$ cat src/rtl/fifox_multi_mvb_reader.sv
// Read-side drain engine: pulls a contiguous prefix of FIFOX_MULTI read ports into a registered MVB word.
// Optional item counter on STAT_ITEMS is enabled by defining FIFOX_MULTI_MVB_READER_STATS_EN.

module fifox_multi_mvb_reader_lane #(
    parameter int DATA_WIDTH = 64
) (
    input  logic                  clk,
    input  logic                  rst_n,
    input  logic                  load,
    input  logic                  keep,
    input  logic [DATA_WIDTH-1:0] din,
    output logic [DATA_WIDTH-1:0] dout
);
    // Items not read in this word are stored as zero so consumers never see stale data.
    always_ff @(posedge clk or negedge rst_n) begin
        if (!rst_n)
            dout <= '0;
        else if (load)
            dout <= keep ? din : '0;
    end
endmodule

module fifox_multi_mvb_reader #(
    parameter int DATA_WIDTH    = 64,
    parameter int READ_PORTS    = 4,
    parameter int ACCUM_TIMEOUT = 8,
    parameter int CNT_WIDTH     = 64
) (
    input  logic                             CLK,
    input  logic                             RESET_N,
    input  logic [READ_PORTS*DATA_WIDTH-1:0] FIFO_DO,
    input  logic [READ_PORTS-1:0]            FIFO_EMPTY,
    output logic [READ_PORTS-1:0]            FIFO_RD,
    input  logic                             RD_EN,
    output logic [READ_PORTS*DATA_WIDTH-1:0] TX_DATA,
    output logic [READ_PORTS-1:0]            TX_VLD,
    output logic                             TX_SRC_RDY,
    input  logic                             TX_DST_RDY,
    output logic [CNT_WIDTH-1:0]             STAT_ITEMS
);
    localparam int ACC_W = (ACCUM_TIMEOUT > 0) ? $clog2(ACCUM_TIMEOUT + 1) : 1;
    localparam logic [ACC_W-1:0] ACC_MAX = ACC_W'(ACCUM_TIMEOUT);

    typedef enum logic {IDLE, ACCUM} state_t;

    state_t                  state, state_nxt;
    logic [ACC_W-1:0]        acc_cnt, acc_cnt_nxt;
    logic [READ_PORTS-1:0]   prefix;
    logic [READ_PORTS-1:0]   rd;
    logic                    run;
    logic                    any, full, slot_free, timed_out, fire;

    // Contiguous non-empty run from port 0; anything past the first empty port is ignored.
    always_comb begin
        prefix = '0;
        run    = 1'b1;
        for (int i = 0; i < READ_PORTS; i++) begin
            prefix[i] = run && !FIFO_EMPTY[i];
            run       = prefix[i];
        end
    end

    assign any       = prefix[0];
    assign full      = &prefix;
    assign slot_free = !TX_SRC_RDY || TX_DST_RDY;
    assign timed_out = (ACCUM_TIMEOUT == 0) || (state == ACCUM && acc_cnt == ACC_MAX);
    assign fire      = RD_EN && slot_free && any && (full || timed_out);
    assign rd        = fire ? prefix : '0;
    assign FIFO_RD   = RESET_N ? rd : '0;

    always_comb begin
        state_nxt   = state;
        acc_cnt_nxt = acc_cnt;
        case (state)
            IDLE: begin
                if (any && !full && !fire && RD_EN) begin
                    state_nxt   = ACCUM;
                    acc_cnt_nxt = ACC_W'(1);
                end
            end
            ACCUM: begin
                if (fire || !any) begin
                    state_nxt   = IDLE;
                    acc_cnt_nxt = '0;
                end else if (RD_EN && acc_cnt != ACC_MAX) begin
                    acc_cnt_nxt = acc_cnt + ACC_W'(1);
                end
            end
            default: begin
                state_nxt   = IDLE;
                acc_cnt_nxt = '0;
            end
        endcase
    end

    always_ff @(posedge CLK or negedge RESET_N) begin
        if (!RESET_N) begin
            state   <= IDLE;
            acc_cnt <= '0;
        end else begin
            state   <= state_nxt;
            acc_cnt <= acc_cnt_nxt;
        end
    end

    // A load in the same cycle the consumer accepts keeps SRC_RDY high: back-to-back words.
    always_ff @(posedge CLK or negedge RESET_N) begin
        if (!RESET_N) begin
            TX_SRC_RDY <= 1'b0;
            TX_VLD     <= '0;
        end else if (fire) begin
            TX_SRC_RDY <= 1'b1;
            TX_VLD     <= rd;
        end else if (TX_DST_RDY) begin
            TX_SRC_RDY <= 1'b0;
            TX_VLD     <= '0;
        end
    end

    fifox_multi_mvb_reader_lane #(
        .DATA_WIDTH(DATA_WIDTH)
    ) u_lane [READ_PORTS-1:0] (
        .clk  (CLK),
        .rst_n(RESET_N),
        .load (fire),
        .keep (rd),
        .din  (FIFO_DO),
        .dout (TX_DATA)
    );

`ifdef FIFOX_MULTI_MVB_READER_STATS_EN
    localparam int AV_W = $clog2(READ_PORTS + 1);
    logic [AV_W-1:0] rd_cnt;

    always_comb begin
        rd_cnt = '0;
        for (int i = 0; i < READ_PORTS; i++)
            rd_cnt = rd_cnt + AV_W'(rd[i]);
    end

    always_ff @(posedge CLK or negedge RESET_N) begin
        if (!RESET_N)
            STAT_ITEMS <= '0;
        else if (fire)
            STAT_ITEMS <= STAT_ITEMS + CNT_WIDTH'(rd_cnt);
    end
`else
    assign STAT_ITEMS = {CNT_WIDTH{1'b0}};
`endif

endmodule
$ cat config.mk
export PLATFORM = sky130hd
export DESIGN_NAME = fifox_multi_mvb_reader
export DESIGN_NICKNAME = d
export VERILOG_FILES = /design/src/rtl/fifox_multi_mvb_reader.sv
export SDC_FILE = /design/constraint.sdc
export NUM_CORES = 1
export LEC_CHECK = 0
export CORE_AREA = 4 4 226 228
export DETAILED_ROUTE_END_ITERATION = 7
export DIE_AREA = 0 0 230 232
export PLACE_DENSITY = 0.49
export SYNTH_ARGS = -nofsm -noshare
export SYNTH_HDL_FRONTEND = slang
export SYNTH_SLANG_ARGS = --single-unit
$ cat constraint.sdc
create_clock -name CLK -period 2.3 [get_ports CLK]
set_clock_uncertainty 0.15 [all_clocks]
set_input_delay 0.46 -clock CLK [delete_from_list [all_inputs] [get_ports CLK]]
set_output_delay 0.46 -clock CLK [all_outputs]
set_load 0.02 [all_outputs]
After elaboration in Yosys (flattened, before gate mapping)
Cells that the tools add are included.
- bits in registers: 266
- latch bits: 0
- memory bits (writable): 0
- ROM bits: 0
- input bits: 264
- output and inout port bits: 329
- word-level logic and storage cells: 55
- memories kept: 0
- add/subtract/negate cells: 1
- $mul: 0
- divide/modulo/power cells: 0
- magnitude comparators: 0
- eq/ne operators: 4
- shifts and indexed selects: 0
- multiplexer cells: 17
- bitwise gates (word level): 1
- reductions and logical operators: 24
- operator list (operator ; count):
    two-way mux 64 bit ; 4
    two-way mux 4 bit ; 7
    logical AND 1 bit ; 11
    case mux 4 bit (2 select lines) ; 1
    logical NOT 1 bit ; 7
    adder 4 x 1 -> 4 bit (second input constant) ; 1
    equality test 4 bit (second input constant) ; 1
    two-way mux 1 bit ; 4
    != test 4 bit (second input constant) ; 1
    AND reduction 4 bit ; 1
    logical OR 1 bit ; 3
    != test 3 x 1 -> 1 bit (second input constant) ; 1
    != test 2 bit (second input constant) ; 1
    case mux 1 bit (2 select lines) ; 1
    AND reduction 2 bit ; 1
    nonzero test 2 bit ; 1
    NOT 1 bit ; 1

Depth between registers and ports, before layout
Gate-level depths: netlist (run 1).
- word-level depth: 12
- gate-level depth with buffers: 8
- mapped depth without buffers: 6

Modules after synthesis
Synthesis (run 1) repeated with hierarchy kept, for this count alone.
- cells, all modules: 1241
- area total of the unflattened synthesis: 11621.1 sq um
- by module, submodules not included (module ; instances ; cells each ; area each (sq um) ; seq. area each (sq um)):
    fifox_multi_mvb_reader_lane ; 4 ; 277 ; 2621.3 ; 1601.5
    fifox_multi_mvb_reader ; 1 ; 133 ; 1136.1 ; 250.2

Worst setup path before layout (run 1)
Ideal clock, no wire load.
- kind: register to output
- from: reg acc_cnt[0]
- to: out FIFO_RD[1]
- arrival time: 1721 ps
- data required time: 1690 ps
- slack: -31 ps
- cell stages (with the launch flop): 8
- path buffers: 1
- cells stage by stage: dfrtp_1 -> inv_1 -> ha_1 -> and4b_1 -> o211a_1 -> buf_2 -> nand2_1 -> nor3_1
- longest elaborated chain between the ends: 6
- RTL lines (element ; line ; RTL):
    start: declaration ; 47 ; logic [ACC_W-1:0] acc_cnt, acc_cnt_nxt;
    start signal: assignment ; 102 ; acc_cnt <= acc_cnt_nxt;
    equality test 4 bit ; 66 ; assign timed_out = (ACCUM_TIMEOUT == 0) || (state == ACCUM && acc_cnt == ACC_MAX);
    logical AND 1 bit ; 66 ;
    logical OR 1 bit ; 67 ; assign fire = RD_EN && slot_free && any && (full || timed_out);
    logical AND 1 bit ; 67 ;
    two-way mux 4 bit ; 68 ; assign rd = fire ? prefix : '0;
    two-way mux 4 bit ; 69 ; assign FIFO_RD = RESET_N ? rd : '0;
    end: declaration ; 33 ; output logic [READ_PORTS-1:0] FIFO_RD,
No other way between the ends.

Final worst setup path (run 1)
- from: reg acc_cnt[0]
- to: out FIFO_RD[0]
Same word-level chain as after synthesis.

==> reports/results.tsv, run 1 <==
stage	metric	value	unit
sta	post-route setup slack	-0.203	ns
pwr	switch share	28.9	%
global_routing	GRT Overall Usage	13.8	%
floorplan	boundary pin count	593	
synth	register area share after synthesis	65.2	%
global_routing	vias in the first global route	9015	
clock_network	Root Buffer	clkbuf_16	
placement	Placement Cell Area	16600	um2
drt	DR WL/cell	18.6	um
finish	fin nets	1683	
drt	final WL	39100	um
drt	via count	8599	
clock_network	CTS Buf Count	34	
floorplan	Die Wd	230	um
pwr	total power	15.4	mW
sta	Tmin final	2.50	ns
pwr	Internal Dissipation	11.0	mW
sta	RSZ-0062 raised after global routing	yes	
floorplan	die height	232	um
drt	1st-iter DRT viols	343	
worst_setup_path	CP endpoint kind	primary output	
synth	Synth area leaders	dfrtp_1 65%, a22o_1 16%, nand2_1 7.4%	
worst_setup_path	crit path max fanout	3	
pwr	Logic pwr share	27.0	%
finish	final instance area	18000	um2
synth	Synth Area per Inst	12.3	um2
global_routing	initial antenna violation count	3	
job	Max Cap Violations	0	
placement	RePlAce Congestion	0.773	
pwr	P per Cell Area	857	nW/um2
pwr	Switch Pwr	4.45	mW
clock_network	CTS tree	done	
global_routing	global route overflow	0	
drt	DR pass1 iterations	5	
drt	Final ANT Viol Nets	0	
worst_setup_path	Crit path required time	1.69	ns
drt	Via-to-Cell Ratio	4.08	
synth	Synth Instances	829	
synth	most frequent cell after synthesis	dfrtp_1	
pwr	leakage dissipation	8.15	nW
clock_network	clk buf depth	3	
clock_network	H-tree levels	2	
clock_network	Worst-path clk slew	0.05	ns
pwr	power share of the clock group	34.9	%
placement	DP Wirelength	28900	um
synth	most frequent cells after synthesis	266 x dfrtp_1, 202 x nand2_1, 192 x a22o_1	
floorplan	row count	81	
sta	Slew headroom	49.7	%
sta	Fmax	0.400	GHz
worst_setup_path	Setup Crit Path Kind	flop to primary output	
sta	# setup viols final	3	
sta	count of final hold-check violations	0	
synth	Synth Cell Area	10200	um2
placement	PortBufs	528	
worst_setup_path	CP arrival	1.89	ns
synth	Post-synth EDFFs	0	
finish	Post-Layout Cell Count	2107	
synth	most used flip-flop cell after synthesis	dfrtp_1	
finish	final core utilization	36.8	%
worst_setup_path	CP Launch Type	flop	
synth	Synth area leader	dfrtp_1	
status	status	finished, violations left	
clock_network	clk_lat worst skew	0.52	ns
min_path	worst hold stages	4	
synth	Yosys reg bits	266	
placement	Place WS	-0.766	ns
sta	max-slew violation count	0	
sta	Worst-Margin Slew	0.755	ns
finish	Area growth syn-to-layout	76.0	%
floorplan	DIE AREA	53400	um2
global_routing	first-pass GRT wire length	57300	um
floorplan	Starting Density	20.9	%
placement	placed cell count	2033	
synth	Synth top area share	65.2	%
drt	DRC viols	0	
min_path	hold crit path type	input port to flop	
finish	layout cell share with drive strength beyond 1	10.8	%
floorplan	Core Region	48800	um2
pwr	sequential share of power	38.0	%
clock_network	TritonCTS Sinks	266	
synth	Post-synth ARST share	100	%
sta	Final Cycle Share	109	%
global_routing	largest net degree at the start of global routing	103	
pwr	Peak VDD IR	402	uV
synth	count of unique library cells instantiated by Yosys	34	
status	failing checks	setup timing	
worst_setup_path	Worst Reg2Reg Path Length in Cells	7	
synth	Yosys warnings	0	
worst max-delay path, stage by stage, from the launching register on:
cell,delay (ns)
dfrtp_1,0.38
inv_2,0.07
ha_4,0.13
and4b_1,0.25
o211a_4,0.20
nand2_4,0.07
buf_6,0.11
inv_2,0.04
buf_6,0.11
cell families after synthesis:
group | Yosys count | synth area share, %
other cells | 1 | 0.0367
fa+ha+maj | 2 | 0.245
compound gates | 209 | 17.7
simple gates | 225 | 8.95
buf+inv | 126 | 7.95
flops | 266 | 65.2
layer usage:
layer	vias to the layer above	track usage, %	wire (um)
li1	3963	-	-
met1	4233	16.2	15500
met2	345	23.6	19500
met3	56	4.99	3310
met4	2	4.23	859
met5	-	0	7
worst paths after layout:
path	startpoint	to	slack (ns)
setup / recovery	acc_cnt[0]$_DFFE_PN0P_	FIFO_RD[0]	-0.20
hold / removal	FIFO_EMPTY[2]	state$_DFF_PN0_	0.28
setup reg to reg	acc_cnt[0]$_DFFE_PN0P_	TX_VLD[3]$_DFFE_PN0P_	0.01
hold reg to reg	u_lane[0].dout[15]$_DFFE_PN0N_	u_lane[0].dout[15]$_DFFE_PN0N_	0.32
max in group asynchronous	RESET_N	u_lane[1].dout[13]$_DFFE_PN0N_	0.27
min in group asynchronous	RESET_N	acc_cnt[3]$_DFFE_PN0P_	0.64
placed cells by master (no fill, tap or decap), drive strengths merged, types with 2 or more instances in the layout:
master / netlist / final
or3: 2 / 2
buf: 105 / 83
inv: 6 / 6
nand3: 3 / 3
nor2: 3 / 3
a21o: 3 / 3
o211ai: 3 / 3
clkdlybuf4s50: 0 / 518
a21oi: 2 / 2
nand2b: 2 / 2
a22o: 192 / 192
nand4: 2 / 2
clkbuf: 15 / 61
nor3: 4 / 4
ha: 2 / 2
clkinv: 0 / 2
a31oi: 3 / 3
o22ai: 2 / 2
conb: 1 / 64
dfrtp: 266 / 266
nand2: 202 / 202
clkinvlp: 0 / 3
registers in the layout, summed over array words and instances (netlist names):
name and cells:
TX_VLD 4, acc_cnt 4, u_lane.dout 256, state 1, TX_SRC_RDY 1
timing repair:
action / CTS / global route
endpoints found under the hold margin: 109 / 0
setup endpoints to repair: 7 / 299
gates cloned: 0 / 3
gates resized for setup: 33 / 15
hold buffers: 1 / 0
buffers inserted: 5 / 5
pin swaps: 5 / 10
stage by stage:
step                      TNS [ns]  hold slack, ns
after floorplan                  0          0.0144
final                       -0.582           0.279
after global placement      -70.59           0.309
after CTS                   -0.926           0.262
after detailed placement    -66.88           0.311
after global routing         -1.26           0.280
layout make-up:
type | count | area (um2)
fillers | 4897 | 30900
flip-flops and latches | 266 | 6660
repair buffers | 609 | 6250
multi-input cells | 500 | 3070
clock buffers | 55 | 1080
well taps | 664 | 831
clock inverters | 6 | 62.6
inverters | 6 | 22.5
diodes | 1 | 2.50
power by group through the flow:
stage / Combinational, mW / Clock, mW / Sequential (mW)
2_1_floorplan: 0.862 / 0 / 6.84
3_3_place_gp: 4.19 / 0 / 5.91
3_5_place_dp: 4.19 / 0 / 5.92
4_1_cts: 4.23 / 5.61 / 5.86
5_1_grt: 4.40 / 5.80 / 5.96
6_report: 4.16 / 5.38 / 5.86
Power figures use the tool's default switching activity.
==> run 2, diff against run 1 <==
Settings changed: PLACE_DENSITY 0.49 to unset, RECOVER_POWER set to 25.
==> reports/results.tsv, run 2 (synthesis gave the netlist of run 1 again) <==
stage	metric	value	unit	change
status	status	finished, violations left		
status	failing checks	setup timing		
placement	DP Wirelength	27400	um	-5.1%
finish	max FFs per register	256		unchanged
sta	count of final hold-check violations	0		unchanged
worst_setup_path	Slowest cell on crit path	dfrtp_1		
drt	via count	8565		-0.40%
worst_setup_path	Crit path required time	1.69	ns	about the same
min_path	worst hold stages	5		+1
sta	Tmin final	2.56	ns	+0.0586 ns
global_routing	vias in the first global route	9084		+0.77%
sta	Worst-Margin Slew	0.989	ns	+0.234 ns
global_routing	initial antenna violation count	1		-2
clock_network	clk_lat worst skew	0.56	ns	+0.04 ns
clock_network	TritonCTS Sinks	266		unchanged
pwr	Internal Dissipation	10.5	mW	-4.6%
pwr	Switch Pwr	4.38	mW	-1.4%
pwr	total power	14.8	mW	-3.7%
floorplan	DIE AREA	53400	um2	unchanged
pwr	Peak VDD IR	513	uV	+28%
sta	Fmax	0.390	GHz	-2.3%
finish	Area growth syn-to-layout	72.0	%	
placement	Place WS	-0.792	ns	-0.0258 ns
worst_setup_path	Crit path largest cell delay	0.39	ns	about the same
worst_setup_path	worst path buffer plus inverter count	2		-2
pwr	leakage dissipation	7.99	nW	-2.0%
global_routing	global route overflow	0		unchanged
finish	fin nets	1668		-0.89%
min_path	Worst Hold End	acc_cnt[0]$_DFFE_PN0P_		
drt	DR pass1 iterations	4		-1
sta	RSZ-0062 raised after global routing	yes		
pwr	Logic pwr share	27.9	%	+0.9 points
finish	Biggest register	u_lane.dout		
finish	# diodes	0		-1
drt	Via-to-Cell Ratio	4.10		+0.56%
worst_setup_path	Setup Crit Path Kind	flop to primary output		
sta	Slew headroom	34.0	%	-16 points
worst_setup_path	worst r2r src	acc_cnt[1]$_DFFE_PN0P_		
min_path	Hold Startpoint	FIFO_EMPTY[0]		
global_routing	GRT Overall Usage	13.0	%	-0.78 points
min_path	hold crit path type	input port to flop		
floorplan	die height	232	um	unchanged
finish	Regs by FF count	u_lane.dout x256, TX_VLD x4, acc_cnt x4		
worst_setup_path	Worst path depth	7		-1
clock_network	Worst-path clk slew	0.06	ns	about the same
clock_network	Root Buffer	clkbuf_16		
sta	# setup viols final	3		unchanged
worst_setup_path	Crit. Startpoint	acc_cnt[1]$_DFFE_PN0P_		
placement	RePlAce Congestion	0.812		+5.1%
clock_network	H-tree levels	1		-1
sta	max-slew violation count	0		unchanged
worst_setup_path	CP endpoint kind	primary output		
floorplan	Die Wd	230	um	unchanged
worst_setup_path	CP arrival	1.95	ns	+0.06 ns
floorplan	boundary pin count	593		unchanged
pwr	switch share	29.5	%	+0.67 points
worst_setup_path	worst reg2reg endpoint	u_lane[2].dout[33]$_DFFE_PN0N_		
clock_network	CTS tree	done		
job	Max Cap Violations	0		unchanged
worst_setup_path	CP Launch Type	flop		
sta	Final Cycle Share	111	%	+2.5 points
finish	most used cells in the layout excluding fill and tap cells	511 x clkdlybuf4s50_1, 266 x dfrtp_1, 201 x nand2_1, 192 x a22o_1, 64 x conb_1		
floorplan	Starting Density	20.9	%	unchanged
worst_setup_path	CP Cell Sequence	inv_2 -> ha_4 -> and4b_2 -> o211a_4 -> nand2_4 -> nor3_2 -> buf_4		
global_routing	largest net degree at the start of global routing	146		+42%
pwr	power share of the clock group	32.6	%	-2.3 points
drt	Final ANT Viol Nets	0		unchanged
worst_setup_path	crit path max fanout	3		unchanged
drt	1st-iter DRT viols	373		+8.7%
worst_setup_path	R2R Setup Slk	0.13	ns	+0.12 ns
drt	final WL	36700	um	-6.3%
placement	PortBufs	528		unchanged
floorplan	Core Region	48800	um2	unchanged
finish	layout cell share with drive strength beyond 1	9.91	%	-0.91 points
finish	commonest non-fill, non-tap cell in the layout	clkdlybuf4s50_1		
pwr	sequential share of power	39.5	%	+1.5 points
pwr	P per Cell Area	844	nW/um2	-1.4%
drt	DR WL/cell	17.6	um	-5.4%
floorplan	row count	81		unchanged
worst_setup_path	Worst Reg2Reg Path Length in Cells	8		+1
drt	DRC viols	0		unchanged
sta	post-route setup slack	-0.261	ns	-0.0586 ns
clock_network	clk buf depth	3		unchanged
global_routing	first-pass GRT wire length	55300	um	-3.4%
clock_network	CTS Buf Count	31		-8.8%
worst_setup_path	delay-heaviest family, CP	simple AND/OR/NAND/NOR gates		
==> run 2: cell count changes in the layout (fill, tap and decap cells not counted), moves of 2 or more <==
cell             change
clkbuf_2             -2
buf_12               -9
clkinv_2             +4
clkbuf_1             -4
clkbuf_8             -4
clkdlybuf4s50_1      -7
clkbuf_16            -9
dlygate4sd2_1        +8
inv_6                +2
==> run 2: how the worst max path moves through the flow <==
stage / end / slack, ns
after global placement: FIFO_RD[2] / -0.75
after CTS: FIFO_RD[0] / -0.32
after global routing: FIFO_RD[1] / -0.36
after detailed placement: FIFO_RD[2] / -0.79
final: FIFO_RD[1] / -0.26
after floorplan: FIFO_RD[2] / 0.13
==> run 2: power by group through the flow <==
stage               registers, mW  logic (mW)  clock network [mW]
floorplan                    6.84       0.862                   0
global placement             5.91        4.14                   0
detailed placement           5.92        4.18                   0
CTS                          5.86        4.21                5.02
global route                 5.96        4.39                5.20
finish                       5.86        4.14                4.83
==> run 2: worst register-to-register path: cells and delay by family, from the launching register on <==
kind	cells	cell delay, ns
buffers and inverters	4	0.65
AND/OR/NAND/NOR	1	0.23
flip-flops	1	0.36
AO/OA/AOI/OAI	2	0.55
adder cells (fa/ha/maj)	1	0.16
==> run 2: routing by layer <==
metal | vias to the layer above | wire [um] | part of all wire, % | global-route usage (%)
li1 | 3929 | - | - | -
met1 | 4220 | 14500 | 39 | 15.7
met2 | 361 | 18000 | 49 | 22.1
met3 | 53 | 3330 | 9.1 | 4.93
met4 | 2 | 815 | 2.2 | 2.80
met5 | - | 8 | 0.022 | 0
==> run 2: cell type report <==
cell class,count,area (um2)
clock inverter,13,130
sequential,266,6660
timing repair buffer,597,6000
clock buffer,41,863
tap,664,831
fill,4855,31300
multi-input combinational,500,3070
inverter,6,22.5
==> run 2: stage by stage <==
step	hold WS, ns	std cells	util [%]	instance area (um2)	setup TNS, ns
3_3_place_gp	0.307	2026	33.7	16500	-70.08
4_1_cts	0.228	2085	35.9	17600	-0.922
3_5_place_dp	0.311	2026	33.7	16500	-80.31
6_report	0.235	2087	36.0	17600	-0.778
5_1_grt	0.243	2087	36.0	17600	-1.41
2_1_floorplan	0.0144	892	-	10500	0
==> run 2: repair_timing <==
action / CTS / global route
gates resized for setup: 49 / 8
hold buffers: 1 / 0
endpoints found under the setup margin: 15 / 9
pin swaps: 5 / 4
hold endpoints to repair: 19 / 0
setup buffers: 4 / 2
